--- src/rtl/fpu_pkg.sv ---
// Shared definitions for the fpu issue controller: op/rmode encodings, flag bit
// positions, the canonical quiet NaN and the response entry layout.
package fpu_pkg;

   localparam logic [2:0] FPU_ADD = 3'd0;
   localparam logic [2:0] FPU_SUB = 3'd1;
   localparam logic [2:0] FPU_MUL = 3'd2;
   localparam logic [2:0] FPU_DIV = 3'd3;

   localparam logic [1:0] RM_NEAREST = 2'd0;
   localparam logic [1:0] RM_ZERO    = 2'd1;
   localparam logic [1:0] RM_PINF    = 2'd2;
   localparam logic [1:0] RM_NINF    = 2'd3;

   localparam int FLG_SNAN = 7;
   localparam int FLG_QNAN = 6;
   localparam int FLG_INF  = 5;
   localparam int FLG_INE  = 4;
   localparam int FLG_OVF  = 3;
   localparam int FLG_UNF  = 2;
   localparam int FLG_DBZ  = 1;
   localparam int FLG_ZERO = 0;

   localparam logic [31:0] QNAN       = 32'h7FC0_0000;
   localparam logic [7:0]  QNAN_FLAGS = 8'(1 << FLG_QNAN);

   // The response struct is sized by this width; the top's TAG_W must match it.
   localparam int FPU_TAG_W = 4;

   typedef struct packed {
      logic [31:0]          result;
      logic [7:0]           flags;
      logic [FPU_TAG_W-1:0] tag;
   } fpu_rsp_t;

   function automatic logic op_illegal(input logic [2:0] op);
      return op[2];
   endfunction

endpackage

--- src/rtl/fpu_rsp_fifo.sv ---
// Show-ahead response FIFO with registered storage; the head entry is always
// visible on rd_data_o and count_o feeds the issue controller's credit sum.
module fpu_rsp_fifo #(
   parameter int WIDTH = 8,
   parameter int DEPTH = 4,
   localparam int CW = $clog2(DEPTH + 1),
   localparam int PW = (DEPTH > 1) ? $clog2(DEPTH) : 1
) (
   input  logic             clk,
   input  logic             rst,
   input  logic             wr_en_i,
   input  logic [WIDTH-1:0] wr_data_i,
   input  logic             rd_en_i,
   output logic [WIDTH-1:0] rd_data_o,
   output logic             valid_o,
   output logic [CW-1:0]    count_o
);

   logic [WIDTH-1:0] mem_q [DEPTH];
   logic [PW-1:0]    wr_ptr_q, rd_ptr_q;
   logic [CW-1:0]    cnt_q;
   logic             do_rd, do_wr;

   function automatic logic [PW-1:0] ptr_inc(input logic [PW-1:0] p);
      return (p == PW'(DEPTH - 1)) ? '0 : p + 1'b1;
   endfunction

   assign do_rd = rd_en_i && (cnt_q != '0);
   // When full, a write lands in the slot the simultaneous pop is vacating.
   assign do_wr = wr_en_i && ((cnt_q != CW'(DEPTH)) || do_rd);

   always_ff @(posedge clk) begin
      if (rst) begin
         wr_ptr_q <= '0;
         rd_ptr_q <= '0;
         cnt_q    <= '0;
         for (int i = 0; i < DEPTH; i++) mem_q[i] <= '0;
      end else begin
         if (do_wr) begin
            mem_q[wr_ptr_q] <= wr_data_i;
            wr_ptr_q        <= ptr_inc(wr_ptr_q);
         end
         if (do_rd) rd_ptr_q <= ptr_inc(rd_ptr_q);
         cnt_q <= cnt_q + CW'(do_wr) - CW'(do_rd);
      end
   end

   assign rd_data_o = mem_q[rd_ptr_q];
   assign valid_o   = (cnt_q != '0);
   assign count_o   = cnt_q;

endmodule

--- src/rtl/fpu_issue_ctrl.sv ---
// Issue controller for the fixed-latency fpu core: registers requests onto the
// core, tracks them with a latency-matched tag pipeline and returns results in order.
module fpu_issue_ctrl
   import fpu_pkg::*;
#(
   parameter int FPU_LAT = 4,
   parameter int DEPTH   = 4,
   parameter int TAG_W   = FPU_TAG_W
) (
   input  logic             clk,
   input  logic             rst,
   input  logic             req_valid,
   output logic             req_ready,
   input  logic [2:0]       req_op,
   input  logic [1:0]       req_rmode,
   input  logic [31:0]      req_opa,
   input  logic [31:0]      req_opb,
   input  logic [TAG_W-1:0] req_tag,
   output logic [2:0]       fpu_op,
   output logic [1:0]       fpu_rmode,
   output logic [31:0]      fpu_opa,
   output logic [31:0]      fpu_opb,
   input  logic [31:0]      fpu_out,
   input  logic [7:0]       fpu_flags,
   output logic             rsp_valid,
   input  logic             rsp_ready,
   output logic [31:0]      rsp_result,
   output logic [7:0]       rsp_flags,
   output logic [TAG_W-1:0] rsp_tag,
   output logic             busy
);

   localparam int CW = $clog2(DEPTH + 1);

   logic             rst_hold_q;
   logic [CW-1:0]    inflight_q, inflight_d, fifo_cnt, credits;
   logic             issue, wr_en, pop, fifo_vld;
   logic [FPU_LAT:0] pipe_vld_q, pipe_ill_q;
   logic [TAG_W-1:0] pipe_tag_q [FPU_LAT+1];
   logic [2:0]       fpu_op_q;
   logic [1:0]       fpu_rmode_q;
   logic [31:0]      fpu_opa_q, fpu_opb_q;
   fpu_rsp_t         wr_entry, rd_entry;

   // Every accepted op holds a credit until its response is popped, so the
   // FIFO always has room for whatever the non-stallable core delivers.
   assign credits    = inflight_q + fifo_cnt;
   assign req_ready  = !rst_hold_q && (credits < CW'(DEPTH));
   assign busy       = (credits != '0);
   assign issue      = req_valid && req_ready;
   assign wr_en      = pipe_vld_q[FPU_LAT];
   assign pop        = fifo_vld && rsp_ready;
   assign inflight_d = inflight_q + CW'(issue) - CW'(wr_en);

   always_comb begin
      wr_entry.tag = pipe_tag_q[FPU_LAT];
      if (pipe_ill_q[FPU_LAT]) begin
         wr_entry.result = QNAN;
         wr_entry.flags  = QNAN_FLAGS;
      end else begin
         wr_entry.result = fpu_out;
         wr_entry.flags  = fpu_flags;
      end
   end

   always_ff @(posedge clk) begin
      if (rst) begin
         rst_hold_q  <= 1'b1;
         inflight_q  <= '0;
         fpu_op_q    <= '0;
         fpu_rmode_q <= '0;
         fpu_opa_q   <= '0;
         fpu_opb_q   <= '0;
         pipe_vld_q  <= '0;
         pipe_ill_q  <= '0;
         for (int k = 0; k <= FPU_LAT; k++) pipe_tag_q[k] <= '0;
      end else begin
         rst_hold_q <= 1'b0;
         inflight_q <= inflight_d;
         if (issue) begin
            fpu_op_q    <= op_illegal(req_op) ? FPU_ADD : req_op;
            fpu_rmode_q <= req_rmode;
            fpu_opa_q   <= req_opa;
            fpu_opb_q   <= req_opb;
         end
         // Stage FPU_LAT lines up with the core output for the op issued FPU_LAT edges ago.
         pipe_vld_q    <= {pipe_vld_q[FPU_LAT-1:0], issue};
         pipe_ill_q    <= {pipe_ill_q[FPU_LAT-1:0], op_illegal(req_op)};
         pipe_tag_q[0] <= req_tag;
         for (int k = 1; k <= FPU_LAT; k++) pipe_tag_q[k] <= pipe_tag_q[k-1];
      end
   end

   fpu_rsp_fifo #(
      .WIDTH($bits(fpu_rsp_t)),
      .DEPTH(DEPTH)
   ) u_rsp_fifo (
      .clk       (clk),
      .rst       (rst),
      .wr_en_i   (wr_en),
      .wr_data_i (wr_entry),
      .rd_en_i   (pop),
      .rd_data_o (rd_entry),
      .valid_o   (fifo_vld),
      .count_o   (fifo_cnt)
   );

   assign fpu_op     = fpu_op_q;
   assign fpu_rmode  = fpu_rmode_q;
   assign fpu_opa    = fpu_opa_q;
   assign fpu_opb    = fpu_opb_q;
   assign rsp_valid  = fifo_vld;
   assign rsp_result = rd_entry.result;
   assign rsp_flags  = rd_entry.flags;
   assign rsp_tag    = rd_entry.tag;

endmodule

--- config.mk ---
export PLATFORM = sky130hd
export DESIGN_NAME = fpu_issue_ctrl
export DESIGN_NICKNAME = d
export VERILOG_FILES = /design/src/rtl/fpu_pkg.sv /design/src/rtl/fpu_rsp_fifo.sv /design/src/rtl/fpu_issue_ctrl.sv
export SDC_FILE = /design/constraint.sdc
export NUM_CORES = 1
export LEC_CHECK = 0
export CAP_MARGIN = 20
export CORE_ASPECT_RATIO = 0.9
export CORE_MARGIN = 2
export CORE_UTILIZATION = 45
export CTS_CLUSTER_SIZE = 28
export DETAILED_ROUTE_END_ITERATION = 10
export PLACE_DENSITY = 0.7
export SETUP_SLACK_MARGIN = 0.05
export SLEW_MARGIN = 20
export SYNTH_ARGS = -nofsm -noshare
export SYNTH_HDL_FRONTEND = slang
export SYNTH_SLANG_ARGS = --single-unit
export TNS_END_PERCENT = 1
--- constraint.sdc ---
create_clock -name clk -period 4.62 [get_ports clk]
set_clock_uncertainty 0.05 [all_clocks]
set_input_delay 0.924 -clock clk [delete_from_list [all_inputs] [get_ports clk]]
set_output_delay 0.924 -clock clk [all_outputs]
set_load 0.02 [all_outputs]
==> qor_table.md <==
| Result | Reported | Unit |
| --- | --- | --- |
| RSZ-0062 raised after global routing | false | - |
| Total routing resource utilization after global routing | 19.9 | % |
| Combinational share of power | 21.7 | % |
| Power density cells | 466 | mW/mm^2 |
| Root buffer cell | sky130_fd_sc_hd__clkbuf_16 | - |
| Synthesized-area fraction occupied by ao, oa, aoi and oai cells | 6.22 | % |
| Largest buffer count on any clock path | 3 | - |
| Share of post-route cells with drive strength above 1 | 10.4 | % |
| GRT overflow | 0 | - |
| Final core utilization | 59.6 | % |
| Fillers | 2,040 | - |
| First-pass GRT wire length | 43,000 | um |
| Synthesized cell area | 0.0116 | sq mm |
| Number of DRC markers in iteration 0 | 497 | - |
| H-tree levels | 1 | - |
| Req. time, crit path | 3.65 | ns |
| Transition time of the tightest slew-check pin | 0.930 | ns |
| Overall via count from detail_route | 7,844 | - |
| IO buf count | 231 | - |
| Leak Pwr | 0.00537 | uW |
| Worst setup timing slack at the placement stage | 1.13 | ns |
| Clock slew at the register clock pins of the worst setup and hold paths | 0.06 | ns |
| Fmax | 254 | MHz |
| Simple-gate share of the synthesized area | 14.2 | % |
| Status | completed | - |
| Vertical extent of the die | 156 | um |
| Critical path class | reg2out | - |
| Crit path DAT | 2.96 | ns |
| Mean area per synthesized cell | 12.5 | sq um |
| Top-level I/O count | 233 | - |
| Slew headroom | 38.0 | % |
| Tmin final | 3.93 | ns |
| ANT cells | 0 | - |
| Initial core utilization | 45.9 | % |
| Routed WL per cell | 18.3 | um |
| Yosys warns | 0 | - |
| Worst vdd rail ir drop | 0.000325 | V |
| Fraction of the mapped netlist area in adder cells | 1.27 | % |
| Proportion of synthesized chip area in sequential cells | 64.7 | % |
| Type of origin of the critical path | flip-flop | - |
| Pin count of the biggest net entering global routing | 70 | - |
| Placed insts | 1,437 | - |
| Net count after synthesis | 1,052 | - |
| Remaining number of nets flagged by the antenna check after routing | 0 | - |
| Sinks on Clock Net | 287 | - |
| Xor and xnor area share after synthesis | 0.701 | % |
| Post-layout instance count excluding filler cells | 1,491 | - |
| Cell type with the largest total area after synthesis | sky130_fd_sc_hd__edfxtp_1 | - |
| Top area cells in the synthesized netlist | sky130_fd_sc_hd__edfxtp_1 46%, sky130_fd_sc_hd__dfxtp_1 19%, sky130_fd_sc_hd__mux4_2 8.5% | - |
| Multiplexer share of the synthesized area | 8.63 | % |
| Area inside the core boundary | 0.0253 | sq mm |
| Initial DRT Pass Iterations | 5 | - |
| Proportion of power drawn by the clock network | 35.2 | % |
| Total die area | 0.0271 | sq mm |
| Count of state elements after synthesis | 287 | - |
| TritonCTS buffer count | 29 | - |
| Maximum fanout along the worst path | 69 | - |
| Final setup violation count | 0 | - |
| Switch Pwr | 1960 | uW |
| Cell internal power dissipation | 5050 | uW |
| Flop pwr share | 43.2 | % |
| Post-route total power | 7010 | uW |
| Sw Share | 27.9 | % |
| Final Max Tran Viols | 0 | - |
| Placed wire-length estimate | 15,900 | um |
| Fin nets | 1,253 | - |
| Hold buffer count at cts | 0 | - |
| Number of rows created at floorplan | 55 | - |
| Clock insertion delay at the later pin of the skew report | 0.56 | ns |
| Setup Total Neg Slack | 0 | ns |
| Via/cell ratio | 5.26 | - |
| Mapped Cells | 925 | - |
| Hold Violations, Final | 0 | - |
| Cells resized by post-CTS repair | 0 | - |
| Max-capacitance violation count | 0 | - |
| CTS tree | yes | - |
| Setup WS post-layout | 0.686 | ns |
| Buffers inserted during post-CTS setup optimization | 0 | - |
| Number of distinct library cell variants in the gate-level netlist after synthesis | 34 | - |
| Vias in the first global route | 7,893 | - |
| Setup crit end kind | primary output | - |
| Total wirelength of the detailed-routed design | 27,300 | um |
| Antenna violations before repair | 0 | - |
| Final weighted congestion in routability-driven placement | 0.756 | - |
| Fraction of synthesized cell area taken by the top area cell type | 45.6 | % |
| Synth-to-layout area growth | 29.7 | % |
| DRC errors left | 0 | - |
| Main combinational cell family by area after synthesis | simple AND/OR/NAND/NOR gates | - |
| Min-Delay Path Class | reg2reg | - |
| Part of the cycle the worst path needs | 85.2 | % |
| Die outline width | 173 | um |
## stage by stage
step | hold WS (ns) | cell area (sq um)
3_5_place_dp | 0.372 | 14000
4_1_cts | 0.385 | 15000
5_1_grt | 0.399 | 15000
2_1_floorplan | 0.364 | 11600
3_3_place_gp | 0.367 | 14000
6_report | 0.377 | 15000
## synth_stat cells (all sizes together)
library cell and n:
a21oi 71, nand2b 31, o31ai 1, dfxtp 111
nand2 5, nor2b 36, a31o 1, xnor2 4
nor2 193, inv 13, edfxtp 176, o21ai 70
nor4b 1, nand4 3, or4b 1, conb 1
mux4 44, mux2i 1, xnor3 1, fa 3
nand3 68, xor3 1, or3 3, nand4b 2
clkbuf 44, ha 7, buf 31, or4 1
clkinv 1
## final cells by class
class / instances / area [sq um] / share of cell area [%]
clock buffers: 34 / 797 / 5.30
inverters: 14 / 52.6 / 0.349
clock inverters: 20 / 219 / 1.46
multi-input cells: 549 / 3620 / 24.1
repair buffers: 245 / 2410 / 16.0
flip-flops and latches: 287 / 7510 / 49.9
well taps: 342 / 428 / 2.84
## kinds of logic (layout without fill, tap and decap cells)
group | Yosys count | after routing
AO/OA/AOI/OAI | 143 | 143
XOR/XNOR | 6 | 6
adder cells (fa/ha/maj) | 10 | 10
buffers and inverters | 89 | 313
flip-flops | 287 | 287
multiplexers | 45 | 45
other | 1 | 1
AND/OR/NAND/NOR | 344 | 344
## flip-flops by register name, summed over array words and instances (netlist names), named ones only
name / flops
fpu_opb: 32
inflight_q: 3
pipe_tag_q: 20
rst_hold_q: 1
fpu_opa: 32
u_rsp_fifo.mem_q: 176
pipe_vld_q: 5
u_rsp_fifo.rd_ptr_q: 2
u_rsp_fifo.count_o: 3
pipe_ill_q: 5
fpu_op: 2
u_rsp_fifo.wr_ptr_q: 2
fpu_rmode: 2
## worst paths after layout
check                                         from  cells after the start                            to  slack [ns]
setup / recovery  u_rsp_fifo.count_o[0]$_SDFF_PP0_                      6                     req_ready        0.69
hold / removal        pipe_tag_q[0][15]$_SDFF_PP0_                      1  pipe_tag_q[0][19]$_SDFF_PP0_        0.38
setup reg to reg  u_rsp_fifo.count_o[0]$_SDFF_PP0_                     11      inflight_q[2]$_SDFF_PP0_        1.85
hold reg to reg       pipe_tag_q[0][15]$_SDFF_PP0_                      1  pipe_tag_q[0][19]$_SDFF_PP0_        0.38
## routing by layer
| metal | track usage [%] | vias up | part of all wire (%) |
|---|---|---|---|
| li1 | - | 3681 | - |
| met1 | 25.8 | 3790 | 41 |
| met2 | 32.7 | 320 | 47 |
| met3 | 5.98 | 53 | 9.3 |
| met4 | 5.73 | 0 | 2.9 |
| met5 | 0 | - | 0 |
## placed cells by master (no fill, tap or decap), types with 13 or more instances in the layout
cell	count
sky130_fd_sc_hd__clkdlybuf4s50_1	230
sky130_fd_sc_hd__nor2_1	193
sky130_fd_sc_hd__edfxtp_1	176
sky130_fd_sc_hd__dfxtp_1	109
sky130_fd_sc_hd__a21oi_1	71
sky130_fd_sc_hd__nand3_1	67
sky130_fd_sc_hd__o21ai_0	67
sky130_fd_sc_hd__mux4_2	44
sky130_fd_sc_hd__nor2b_1	35
sky130_fd_sc_hd__clkbuf_16	31
sky130_fd_sc_hd__nand2b_1	30
sky130_fd_sc_hd__buf_4	15
sky130_fd_sc_hd__inv_1	13
## power by group through the flow
stage	clock, uW	sequential (uW)	combinational [uW]
final	2460	3030	1520
after detailed placement	0	3090	1520
after global placement	0	3080	1520
after CTS	2510	3030	1530
after global routing	2610	3060	1630
after floorplan	0	3030	943
## critical path, stage by stage (launching register included)
cell                              delay, ns
sky130_fd_sc_hd__dfxtp_1               0.35
sky130_fd_sc_hd__ha_1                  0.21
sky130_fd_sc_hd__fa_1                  0.41
sky130_fd_sc_hd__xor3_2                0.23
sky130_fd_sc_hd__buf_4                 0.50
sky130_fd_sc_hd__nor2_1                0.12
sky130_fd_sc_hd__clkdlybuf4s50_1       0.57
Note: power is estimated with default switching activity, not from simulation.
==> variant 1, RTL diff (config.mk and constraints unchanged) <==
`FPU_TAG_W`: 4 -> 6.
--- a/src/rtl/fpu_pkg.sv
+++ b/src/rtl/fpu_pkg.sv
@@ -27,3 +27,3 @@
    // The response struct is sized by this width; the top's TAG_W must match it.
-   localparam int FPU_TAG_W = 4;
+   localparam int FPU_TAG_W = 6;
 
Interface: changed (resized req_tag and rsp_tag); port bits go from 233 to 237. No check against the original RTL was run, so the function may have changed too.
==> variant 1 against the unedited design <==
Sequential cell count rose by 18; synthesized cell count rose by 4.6%; area after synthesis increased by 4.6%; combinational power rose by 5%; cell area is 4.3% higher; count of clock-buffer cells in the layout up 2; total power grew 3.8%; first-iteration DRC count rose by 31%; worst setup slack better by 0.044 ns; wire length rose by 0.11%; global-route usage decreased by 0.81 points; register-to-register slack better by 0.07 ns; critical path type unchanged.
==> variant 1: results <==
cells_and_area:
  fillers: 2162
  largest-register: "u_rsp_fifo.mem_q"
  drive_gt1_share_pct: 10.6
  fin_cells: 1554
  fin_nets: 1304
  largest_register_ff_count: 184
outcome:
  status: "finished, final reports clean"
yosys:
  synth_cell_type_count: 33
  synthTopCellsByArea: "edfxtp_1, dfxtp_1, mux4_2"
  ys_seq_area_share_pct: 65.5
  synth-edff-count: 184
  avgSynthCellArea_sq_um: 12.5
  synth_commonest_cells: "nor2_1, edfxtp_1, dfxtp_1"
  syn_nets: 1097
detailed_routing:
  met2WireLength_microns: 13100
  met3WireLength_microns: 2460
  vias: 8111
  drtIter0Drc: 649
  wl_microns: 27300
  wl_met1_microns: 11100
placement:
  place_inst: 1496
  portBuffers: 235
  dpl.hpwl_microns: 16200
  placed_cell_area_sq_mm: 0.0147
  gp_congestion: 0.734
  place_ws_ns: 1.09
clock_tree:
  numCtsBuffers: 31
  clk_path_buf_depth: 3
  post_cts_buffers: 0
grt:
  met2_usage_pct: 31.1
  grt_max_degree: 96
  use_met1_pct: 25.5
  grt_util_met3_pct: 5.12
  grt.total_usage_pct: 19.1
  grt_pass1_wl_microns: 43000
critical_path:
  rrSetupSlack_ns: 1.92
  r2r_start: "u_rsp_fifo.count_o[0]"
  critical-path-top-delay-family: "buffers and inverters"
  cp.arrival_ns: 2.92
timing:
  slew_headroom_pct: 31.7
  max_freq_mhz: 257
power_and_ir_drop:
  power.leakage_nw: 5.62
  clkPwrFrac_pct: 34.7
  peakVddDrop_uv: 352
  intPower_mw: 5.28
==> variant 1: changes by cell type after synthesis, sizes merged, moves of 2 or more <==
| cell | delta |
|---|---|
| mux4 | +2 |
| edfxtp | +8 |
| nor2 | +8 |
| nor2b | +10 |
| dfxtp | +10 |
| clkbuf | +2 |
| inv | +3 |
==> variant 1: cell families after synthesis <==
group	after synthesis	share of synthesized area (%)
AND/OR/NAND/NOR	362	14.0
flip-flops	305	65.5
AO/OA/AOI/OAI	143	5.95
buffers and inverters	94	3.99
multiplexers	47	8.62
adder cells (fa/ha/maj)	10	1.22
XOR/XNOR	6	0.670
other	1	0.0309
==> variant 1: worst min path at each step <==
stage,start,to,slack [ns],cells past startpoint
after global routing,pipe_ill_q[2],pipe_ill_q[3],0.40,1
after CTS,pipe_tag_q[0][23],pipe_tag_q[0][29],0.38,1
final,pipe_tag_q[0][23],pipe_tag_q[0][29],0.37,1
after detailed placement,pipe_tag_q[0][23],pipe_tag_q[0][29],0.37,1
after global placement,pipe_vld_q[2],pipe_vld_q[3],0.37,1
after floorplan,pipe_ill_q[0],pipe_ill_q[1],0.36,1
==> variant 1: power groups by stage <==
stage | Combinational [mW] | Sequential, mW | Clock, mW
after floorplan | 0.951 | 3.20 | 0
after global placement | 1.60 | 3.22 | 0
after detailed placement | 1.60 | 3.22 | 0
after CTS | 1.61 | 3.17 | 2.58
after global routing | 1.71 | 3.19 | 2.68
final | 1.59 | 3.16 | 2.53
==> variant 1: layout make-up <==
type	count	area [sq um]	area share, %
clock buffers	36	815	5.19
clock inverters	22	226	1.44
inverters	16	60.1	0.383
multi-input cells	569	3730	23.7
flip-flops and latches	305	7950	50.7
well taps	354	443	2.82
repair buffers	252	2480	15.8
==> variant 2, RTL diff (same flow settings) <==
Made on the original files. Register the output `rsp_flags`; this adds one clock of latency there. The other outputs are not delayed to match.
--- a/src/rtl/fpu_issue_ctrl.sv
+++ b/src/rtl/fpu_issue_ctrl.sv
@@ -113,3 +113,5 @@
    assign rsp_result = rd_entry.result;
-   assign rsp_flags  = rd_entry.flags;
+   always_ff @(posedge clk) begin
+      rsp_flags <= rd_entry.flags;
+   end
    assign rsp_tag    = rd_entry.tag;
Function: changed (Yosys sat finds a counterexample within 10 cycles, from zero or initial values and one cycle with rst high).
==> variant 2 against the unedited design <==
Cell area up 0.95%; sequential cell count up 8; global-route usage down 0.79 points; worst setup slack better by 0.14 ns; area after synthesis up 3.7%; total power about the same; wire length about the same; critical path depth unchanged; hold slack better by 0.0071 ns; critical path type unchanged.
==> variant 2: results <==
outcome:
  status: "finished, final reports clean"
clock_tree:
  clk_path_buf_depth: 3
  post_cts_buffers: 0
  clkLatencyLatePin_ns: 0.54
  htreeDepth: 1
  post_cts_resized: 0
  numCtsBuffers: 30
  root_buffer: "clkbuf_16"
  clkTransAtPathRegs_ns: 0.06
yosys:
  synth_cell_type_count: 34
  synth-edff-count: 176
  syn_nets: 1096
  synth_cells: 969
  ys.flop_type: "edfxtp_1"
  synthTopCellsByArea: "edfxtp_1, dfxtp_1, mux4_2"
  ys_seq_area_share_pct: 63.7
  synth_warnings: 0
  synth_commonest_cells: "nor2_1, edfxtp_1, dfxtp_1"
  async_flop_share_pct: 0
grt:
  first_global_vias: 7968
  grt_pass1_wl_microns: 42700
  grt_antenna_before_repair: 0
  grt_max_degree: 69
  grt.total_usage_pct: 19.1
cells_and_area:
  fin_nets: 1265
  largest-register: "u_rsp_fifo.mem_q"
  largest_register_ff_count: 176
  drive_gt1_share_pct: 10.3
  fillers: 2118
  antennaDiodeCount: 0
detailed_routing:
  avgRoutedWirePerCell_microns: 18.1
  drc: 0
  antenna_left: 0
  drtIter0Drc: 708
  drtPass1Iterations: 5
  vias: 7862
  vias_per_cell: 5.21
power_and_ir_drop:
  peakVddDrop_uv: 316
  intPower_mw: 5.08
  power.leakage_nw: 5.43
placement:
  dpl.hpwl_microns: 16500
  gp_congestion: 0.733
  portBuffers: 231
  place_inst: 1454
critical_path:
  cp_max_fo: 40
  cp.arrival_ns: 2.82
run:
  maxCapViolCount: 0
timing:
  tightest_slew_ns: 0.874
hold_path:
  min_path_type: "reg2reg"
-- variant 2: cell count changes in the layout (fill, tap and decap cells not counted) --
| cell | change |
|---|---|
| buf_4 | +3 |
| clkinvlp_4 | -1 |
| clkbuf_8 | +2 |
| clkinv_2 | -1 |
| clkinv_4 | -1 |
| clkbuf_1 | +5 |
| inv_16 | -1 |
| bufinv_16 | -2 |
| clkbuf_4 | +1 |
| dfxtp_1 | +8 |
-- variant 2: cell families (layout without fill, tap and decap cells) --
logic type | after synthesis | in the layout | synth area share [%]
compound gates | 143 | 143 | 6.00
xor+xnor | 6 | 6 | 0.676
fa+ha+maj | 10 | 10 | 1.23
buf+inv | 125 | 318 | 6.37
flops | 295 | 295 | 63.7
mux | 45 | 45 | 8.32
other cells | 1 | 1 | 0.0312
simple gates | 344 | 344 | 13.6
-- variant 2: cell type report --
type / instances / share of cell area (%)
inverters: 14 / 0.346
repair buffers: 248 / 16.0
clock buffers: 42 / 5.60
flip-flops and latches: 295 / 50.5
clock inverters: 14 / 0.774
well taps: 348 / 2.87
multi-input cells: 549 / 23.8
-- variant 2: through the flow --
step | utilization [%] | instance area (sq um) | worst slack [ns]
2_1_floorplan | - | 12000 | 1.38
3_3_place_gp | 54.2 | 14200 | 1.23
3_5_place_dp | 54.3 | 14200 | 1.16
4_1_cts | 58.0 | 15200 | 0.780
5_1_grt | 58.0 | 15200 | 0.708
6_report | 58.0 | 15200 | 0.830
-- variant 2: worst max-delay path, stage by stage (launching register included) --
cell	delay, ns
dfxtp_1	0.35
ha_1	0.21
fa_1	0.40
xor3_2	0.26
buf_4	0.27
nor2_1	0.14
clkdlybuf4s50_1	0.63
-- variant 2: final timing paths --
kind,start,endpoint,slack [ns],cells after the start
setup / recovery,u_rsp_fifo.count_o[0],req_ready,0.83,6
hold / removal,pipe_ill_q[2],pipe_ill_q[3],0.38,1
hold reg to reg,pipe_ill_q[2],pipe_ill_q[3],0.38,1
setup reg to reg,u_rsp_fifo.count_o[0],inflight_q[2],1.86,11
-- variant 2: routing by layer --
metal | vias up | GRT usage, % | share of wire [%] | wire, microns
met4 | 0 | 4.58 | 1.9 | 522
li1 | 3712 | - | - | -
met2 | 286 | 31.6 | 48 | 13200
met5 | - | 0 | 0 | 0
met3 | 40 | 5.73 | 9.2 | 2520
met1 | 3824 | 24.9 | 41 | 11100
-- variant 2: power by group through the flow --
stage | Sequential [mW] | Combinational, mW | Clock [mW]
5_1_grt | 3.14 | 1.64 | 2.51
3_5_place_dp | 3.17 | 1.55 | 0
3_3_place_gp | 3.17 | 1.54 | 0
2_1_floorplan | 3.15 | 1.03 | 0
6_report | 3.11 | 1.54 | 2.36
4_1_cts | 3.12 | 1.55 | 2.41
